==> config.mk <==
export PLATFORM = sky130hd
export DESIGN_NAME = ex_div
export DESIGN_NICKNAME = d
export VERILOG_FILES = /design/src/rtl/ex_div.sv
export SDC_FILE = /design/constraint.sdc
export NUM_CORES = 1
export LEC_CHECK = 0
export BUFFER_PORTS_ARGS = -buffer_cell sky130_fd_sc_hd__buf_2
export CAP_MARGIN = 0
export CORE_MARGIN = 3
export CORE_UTILIZATION = 60
export DETAILED_ROUTE_END_ITERATION = 10
export GPL_TIMING_DRIVEN = 1
export PLACE_DENSITY = 0.82
export SETUP_SLACK_MARGIN = 0.5
export SLEW_MARGIN = 20
export SYNTH_ARGS = -nofsm -noshare
export SYNTH_HDL_FRONTEND = slang
export SYNTH_SLANG_ARGS = --single-unit
==> constraint.sdc <==
create_clock -name clk -period 10.75 [get_ports clk]
set_input_delay 2.15 -clock clk [delete_from_list [all_inputs] [get_ports clk]]
set_output_delay 2.15 -clock clk [all_outputs]
set_load 0.02 [all_outputs]
==> src/rtl/ex_div.sv <==
// Iterative radix-2 restoring divider for the EX stage (DIV/DIVU).
// Produces {remainder, quotient} after 32 iterations with a ready handshake.
module ex_div #(
   parameter int unsigned DATA_W = 32
) (
   input  logic                  clk,
   input  logic                  rst,
   input  logic                  signed_div_i,
   input  logic [DATA_W-1:0]     opdata1_i,
   input  logic [DATA_W-1:0]     opdata2_i,
   input  logic                  start_i,
   input  logic                  annul_i,
   output logic [2*DATA_W-1:0]   result_o,
   output logic                  ready_o
);

   typedef enum logic [1:0] {
      ST_FREE,
      ST_BYZERO,
      ST_ON,
      ST_END
   } state_t;

   state_t              state;
   logic [5:0]          cnt;
   logic [DATA_W-1:0]   rem;
   logic [DATA_W-1:0]   quo;
   logic [DATA_W-1:0]   dvs;
   logic                neg_q;
   logic                neg_r;

   logic [DATA_W-1:0]   a_abs;
   logic [DATA_W-1:0]   b_abs;
   logic [DATA_W:0]     rem_sh;
   logic [DATA_W:0]     diff;
   logic [DATA_W-1:0]   rem_nx;
   logic [DATA_W-1:0]   quo_nx;
   logic [DATA_W-1:0]   q_fin;
   logic [DATA_W-1:0]   r_fin;

   // The 65-bit working register is kept as a 32-bit remainder plus quotient:
   // after each restore step the remainder is below the divisor, so bit 32 is always 0.
   always_comb begin
      a_abs  = (signed_div_i && opdata1_i[DATA_W-1]) ? -opdata1_i : opdata1_i;
      b_abs  = (signed_div_i && opdata2_i[DATA_W-1]) ? -opdata2_i : opdata2_i;
      rem_sh = {rem, quo[DATA_W-1]};
      diff   = rem_sh - {1'b0, dvs};
      if (!diff[DATA_W]) begin
         rem_nx = diff[DATA_W-1:0];
         quo_nx = {quo[DATA_W-2:0], 1'b1};
      end else begin
         rem_nx = rem_sh[DATA_W-1:0];
         quo_nx = {quo[DATA_W-2:0], 1'b0};
      end
      q_fin = neg_q ? -quo_nx : quo_nx;
      r_fin = neg_r ? -rem_nx : rem_nx;
   end

   always_ff @(posedge clk) begin
      if (rst) begin
         state    <= ST_FREE;
         cnt      <= '0;
         rem      <= '0;
         quo      <= '0;
         dvs      <= '0;
         neg_q    <= 1'b0;
         neg_r    <= 1'b0;
         result_o <= '0;
         ready_o  <= 1'b0;
      end else begin
         case (state)
            ST_FREE: begin
               result_o <= '0;
               ready_o  <= 1'b0;
               if (start_i && !annul_i) begin
                  if (opdata2_i == '0) begin
                     state <= ST_BYZERO;
                  end else begin
                     state <= ST_ON;
                     cnt   <= '0;
                     rem   <= '0;
                     quo   <= a_abs;
                     dvs   <= b_abs;
                     neg_q <= signed_div_i && (opdata1_i[DATA_W-1] ^ opdata2_i[DATA_W-1]);
                     neg_r <= signed_div_i && opdata1_i[DATA_W-1];
                  end
               end
            end
            ST_BYZERO: begin
               if (annul_i || !start_i) begin
                  state <= ST_FREE;
               end else begin
                  state    <= ST_END;
                  result_o <= '0;
                  ready_o  <= 1'b1;
               end
            end
            ST_ON: begin
               if (annul_i || !start_i) begin
                  state    <= ST_FREE;
                  result_o <= '0;
                  ready_o  <= 1'b0;
               end else begin
                  rem <= rem_nx;
                  quo <= quo_nx;
                  cnt <= cnt + 6'd1;
                  if (cnt == 6'(DATA_W - 1)) begin
                     state    <= ST_END;
                     result_o <= {r_fin, q_fin};
                     ready_o  <= 1'b1;
                  end
               end
            end
            ST_END: begin
               if (!start_i) begin
                  state    <= ST_FREE;
                  result_o <= '0;
                  ready_o  <= 1'b0;
               end
            end
            default: state <= ST_FREE;
         endcase
      end
   end

endmodule

### Yosys cells after proc, flatten, opt, wreduce, memory -nomap -nowiden

Cells that the tools add are included.

* flip-flop bits (word level): 171
* bits of input ports: 69
* output and inout bits: 65
* logic and storage cells: 76

* add/sub/neg operators: 6
* eq/ne operators: 10
* multiplexer cells: 35
* bitwise operators: 2
* reduce and logical (&&, ||, !) cells: 14

Operators by type and width (number)
* 32-bit 2-to-1 mux: 11
* 64-bit 2-to-1 mux: 4
* 64-bit case mux with 4 select lines: 1
* 32-bit negation: 4
* 32-bit case mux with 2 select lines: 2
* 33-bit by 32-bit subtractor with 33-bit output: 1
* 32-bit logical NOT: 1
* 6-bit 2-to-1 mux: 3
* 2-bit 2-to-1 mux: 6
* 6-bit case mux with 2 select lines: 1
* 2-bit != test, second input constant: 5
* 3-bit AND reduction: 3
* 2-bit case mux with 4 select lines: 1
* 6-bit by 1-bit adder with 6-bit output, second input constant: 1
* 6-bit by 5-bit == test with 1-bit output, second input constant: 1
* 1-bit 2-to-1 mux: 5
* 2-bit == test, second input constant: 2
* 1-bit logical AND: 4
* 1-bit case mux with 4 select lines: 1
* 4-bit AND reduction: 1
* 3-bit != test, second input constant: 1
* 2-bit by 1-bit == test with 1-bit output, second input constant: 1
* 1-bit logical NOT: 2
* 2-bit logical NOT: 1
* other kinds (4): 4

### Depth between registers and ports, before layout

* depth after elaboration: 7
* depth in mapped cells: 27
* gate-level depth less buffers: 23

### Worst setup path before layout

OpenSTA, ideal clock, no wires.

* path kind: register to register
* start: register quo[31]
* end: register result_o[56]
* setup time: 0.117 ns
* arrival: 5.200 ns
* setup slack: 5.433 ns
* stages on the path, launching flop included: 25
* buffers on the path: 4
* clock period less this slack: 5.317 ns
* path through: dfxtp_1 > inv_1 > ha_1 > inv_1 > fa_1 > a21oi_1 > o21ai_2 > a41oi_4 > o21ai_1 > a21o_1 > buf_6 > nor2_2 > buf_6 > clkbuf_1 > clkbuf_1 > mux2i_1 > ha_1 > o2111ai_1 > nor3_1 > or4b_1 > a221oi_2 > o2111ai_1 > o31ai_1 > xnor2_1 > a22o_1

* cells in the longest elaborated chain, start to end: 7

Ends and longest elaborated chain
* from (decl): line 27 `logic [DATA_W-1:0] quo;`
* from (signal assigned): line 82 `quo <= a_abs;`
* from (signal assigned): line 105 `quo <= quo_nx;`
* 33-bit by 32-bit subtractor with 33-bit output: line 47 `diff = rem_sh - {1'b0, dvs};`
* 32-bit 2-to-1 mux (*): line 48 `if (!diff[DATA_W]) begin`
* 32-bit negation: line 56 `r_fin = neg_r ? -rem_nx : rem_nx;`
* 32-bit 2-to-1 mux (*): line 56
* 64-bit 2-to-1 mux (*): line 107 `if (cnt == 6'(DATA_W - 1)) begin`
* 64-bit 2-to-1 mux (*): line 99 `if (annul_i || !start_i) begin`
* 64-bit case mux with 4 select lines (*): line 71 `case (state)`
* to (signal assigned): line 109 `result_o <= {r_fin, q_fin};`
* to (decl): line 13 `output logic [2*DATA_W-1:0] result_o,`

Mark *: on every way between the ends. The rest lies on a longest branch, timed or not. The select of a mux whose other input is x is not followed.
A chain may end at the register's enable or synchronous reset.

### Worst setup path in the final report

* start: register quo[31]
* end: register result_o[58]

The elaborated chain is that of the path after synthesis.

==> flow_summary.toml <==
[run_status]
run_status = "finished clean"

[clock_tree]
htree_num_levels = 4
clock-root-buffer = "clkbuf_16"
cts.clk_slew.worst_paths_ns = 0.07
clock_latency_ns = 0.44
post-cts-setup-buffers = 0
cts_hold_buffers = 0
cts_tree = "done"
clockBufferDepth = 2
cts_buffers = 17
cts_resized = 0
cts.sinks = 171

[placed_design]
port_buffers = 133
dp_hpwl_um = 24900
dp.cells = 1853
gp_congestion = 0.973

[drt]
dr.pass1.iters = 6
drt_wl_total_um = 34000
route.met3.wl_um = 2650
m1WireLength_um = 14800
wl_met2_um = 15500
top_layer_used = "met4"
route.detailed.drc = 0
routed_via_density = 6.21
vias = 11700
drt_iter0_drc = 1228
routedWlPerCell_um = 18.1
ant_nets = 0

[global_routing]
antenna_found_initial = 0
grt_pass1_vias = 10700
grt_util_all_layers_pct = 31.1
grt_pass1_wl_um = 54700
grt_max_degree = 72
grt.overflow.total = 0

[yosys]
ys.flop_type = "dfxtp_1"
yosysWarnings = 0
synthCells = 1541
synth-edff-count = 0
async_reset_ff_share_pct = 0
seq_area_frac_synth_pct = 29.5
synthesis.area_mm2 = 0.0116
syn_nets = 1652
synth-seq-cells = 171
avgSynthCellArea_um2 = 7.53
synth.distinct_cells = 72

[power_and_ir_drop]
p_int_mw = 1.14
cellPowerDensity_mw_per_mm2 = 127
p_clk_share_pct = 39.6
power.leakage_nw = 5.30
finalPower_mw = 1.64
swShare_pct = 30.9
switchingPower_mw = 0.507
vdd_drop_max_uv = 105
sequentialPowerShare_pct = 40.5
comb_power_share_pct = 19.9

[worst_setup_path]
critPathKind = "register to register"
crit_top_cell = "inv_1"
cpMaxStageDelayCell = "inv_2"
startpoint = "quo[31]$_SDFFE_PP0P_"
required_ns = 11.08
cp-end-kind = "register"
arrival_ns = 6.22
slowest_delay_ns = 0.57
cp_max_fo = 44
path_cells = "inv_1 -> ha_1 -> inv_1 -> fa_1 -> a21oi_1 -> o21ai_2 -> a41oi_4 -> o21a_1 -> o211a_1 -> nor2_2 -> inv_2 -> o21ai_0 -> inv_1 -> ha_1 -> o2111ai_1 -> nor3_1 -> or4b_1 -> a221oi_2 -> nand3_1 -> o41ai_2 -> xor2_1 -> a22o_1"
startpoint_type = "register"
reg2reg_from = "quo[31]$_SDFFE_PP0P_"

[sta]
hold_violations = 0
slew_headroom_pct = 24.4
worst_slew_pin_slew_ns = 1.11
setup_viol = 0
drv_slew = 0
max_freq_ghz = 0.170
min_period_over_period_pct = 54.8
setup_tns_ns = 0
min_period_ns = 5.89
rsz0062_at_grt = "false"
clock_skew_ns = 0.0129

[hold_path]
hp-start = "dvs[22]$_SDFFE_PP0P_"
holdCritPathClass = "register to register"

[floorplan]
core_mm2 = 0.0188
row_count = 50
die_w_um = 145
die_area_mm2 = 0.0210
start_util_pct = 61.6
die_h_um = 145
ioPinCount = 134

[layout]
area_delta_synth_final_pct = 11.4
num_antenna_cells = 0
final_core_util_pct = 68.6
fill_cells = 1606
final_cell_count_no_fill = 1883
drive_gt1_share_pct = 13.1
nets = 1723

[run]
max-cap-violations = 0
-- worst max-delay path, delay by kind of cell (launching register included) --
family,cells,cell delay (ns)
flops,1,0.34
xor+xnor,1,0.14
buf+inv,4,0.82
compound gates,10,2.68
simple gates,4,0.99
fa+ha+maj,3,0.80
-- cells in the final DEF, fill, tap and decap left out, types with 7 or more instances in the layout --
cell type / n
a21o_1: 17
dfxtp_1: 171
mux2i_1: 17
a211oi_1: 38
a22oi_1: 53
nand3_1: 21
nor3_1: 20
or3_1: 18
o31ai_1: 24
buf_2: 132
xnor2_1: 94
and2_1: 8
a22o_1: 33
nor2b_1: 7
buf_4: 13
ha_1: 40
and3_1: 9
nor4_1: 22
o41ai_1: 12
a21oi_1: 112
nor2_1: 182
xor2_1: 52
or2_2: 11
o21ai_0: 93
inv_1: 56
nand2b_1: 13
clkbuf_16: 17
nand4_1: 12
nand2_1: 212
-- registers in the layout, summed over array words and instances, names as in the netlist --
register	cells
result_o	64
dvs	32
quo	32
rem	32
cnt	6
state	2
neg_q	1
neg_r	1
ready_o	1
-- final cells by class --
| class | instances | area (um^2) | area share, % |
|---|---|---|---|
| Multi-Input combinational cell | 1220 | 7590 | 58.7 |
| Sequential cell | 171 | 3420 | 26.5 |
| Timing Repair Buffer | 145 | 758 | 5.87 |
| Clock buffer | 17 | 425 | 3.29 |
| Tap cell | 260 | 325 | 2.52 |
| Inverter | 57 | 214 | 1.66 |
| Clock inverter | 13 | 180 | 1.40 |
-- Yosys cell counts, drive strengths merged, types with 5 or more instances --
| master | instances | area share (%) |
|---|---|---|
| nand2 | 212 | 6.9 |
| a21o | 17 | 1.1 |
| nand2b | 14 | 0.76 |
| o211ai | 5 | 0.32 |
| a31oi | 6 | 0.32 |
| o31ai | 24 | 1.6 |
| a22o | 33 | 2.5 |
| nand3 | 22 | 0.95 |
| or4 | 6 | 0.42 |
| nor4 | 22 | 1.2 |
| a211oi | 39 | 2.6 |
| nor2 | 184 | 6.0 |
| o21bai | 5 | 0.32 |
| buf | 25 | 1.2 |
| nand4 | 12 | 0.65 |
| inv | 57 | 1.8 |
| or2 | 11 | 0.59 |
| mux2i | 17 | 1.5 |
| a22oi | 53 | 3.4 |
| a31o | 5 | 0.38 |
| nor2b | 8 | 0.43 |
| xnor2 | 94 | 7.1 |
| o21ai | 96 | 4.2 |
| a21oi | 112 | 4.8 |
| or3 | 18 | 0.97 |
| and2 | 8 | 0.43 |
| and3 | 9 | 0.49 |
| dfxtp | 171 | 30 |
| xor2 | 52 | 3.9 |
| o41ai | 16 | 1.5 |
| nor3 | 21 | 0.91 |
| clkbuf | 68 | 2.2 |
| ha | 41 | 4.4 |
-- path summary, 6_finish.rpt --
path | end | slack (ns) | depth (start not counted)
worst max-delay path | result_o[58]$_SDFFE_PP0P_ | 4.86 | 22
worst min-delay path | dvs[22]$_SDFFE_PP0P_ | 0.46 | 2
worst max register to register | result_o[58]$_SDFFE_PP0P_ | 4.86 | 22
worst min register to register | dvs[22]$_SDFFE_PP0P_ | 0.46 | 2
-- per-layer routing --
| layer | up-vias | track usage (%) |
|---|---|---|
| met5 | - | 0 |
| met4 | 0 | 10.6 |
| met3 | 85 | 4.75 |
| met2 | 524 | 50.0 |
| met1 | 5467 | 43.0 |
| li1 | 5622 | - |
-- power groups by stage --
| stage | sequential (mW) | combinational, mW | clock (mW) |
|---|---|---|---|
| 6_report | 0.665 | 0.327 | 0.652 |
| 3_5_place_dp | 0.679 | 0.319 | 0 |
| 2_1_floorplan | 0.675 | 0.235 | 0 |
| 4_1_cts | 0.665 | 0.322 | 0.655 |
| 5_1_grt | 0.667 | 0.360 | 0.679 |
| 3_3_place_gp | 0.678 | 0.313 | 0 |
-- through the flow --
stage	hold slack (ns)	instance area, um^2	setup slack, ns
global placement	0.439	12300	5.00
detailed placement	0.458	12300	4.88
CTS	0.466	12900	4.98
global route	0.485	12900	4.42
finish	0.463	12900	4.86
floorplan	0.432	11600	5.43
-- cells by family after synthesis --
kind of cell	synth area share, %
buffers and inverters	5.29
adders and majority gates	4.60
AOI/OAI and AO/OA	26.3
and+or+nand+nor	21.5
DFF	29.5
xor gates and xnor gates	11.0
muxes	1.76
Note: power is estimated with default switching activity, not from simulation.
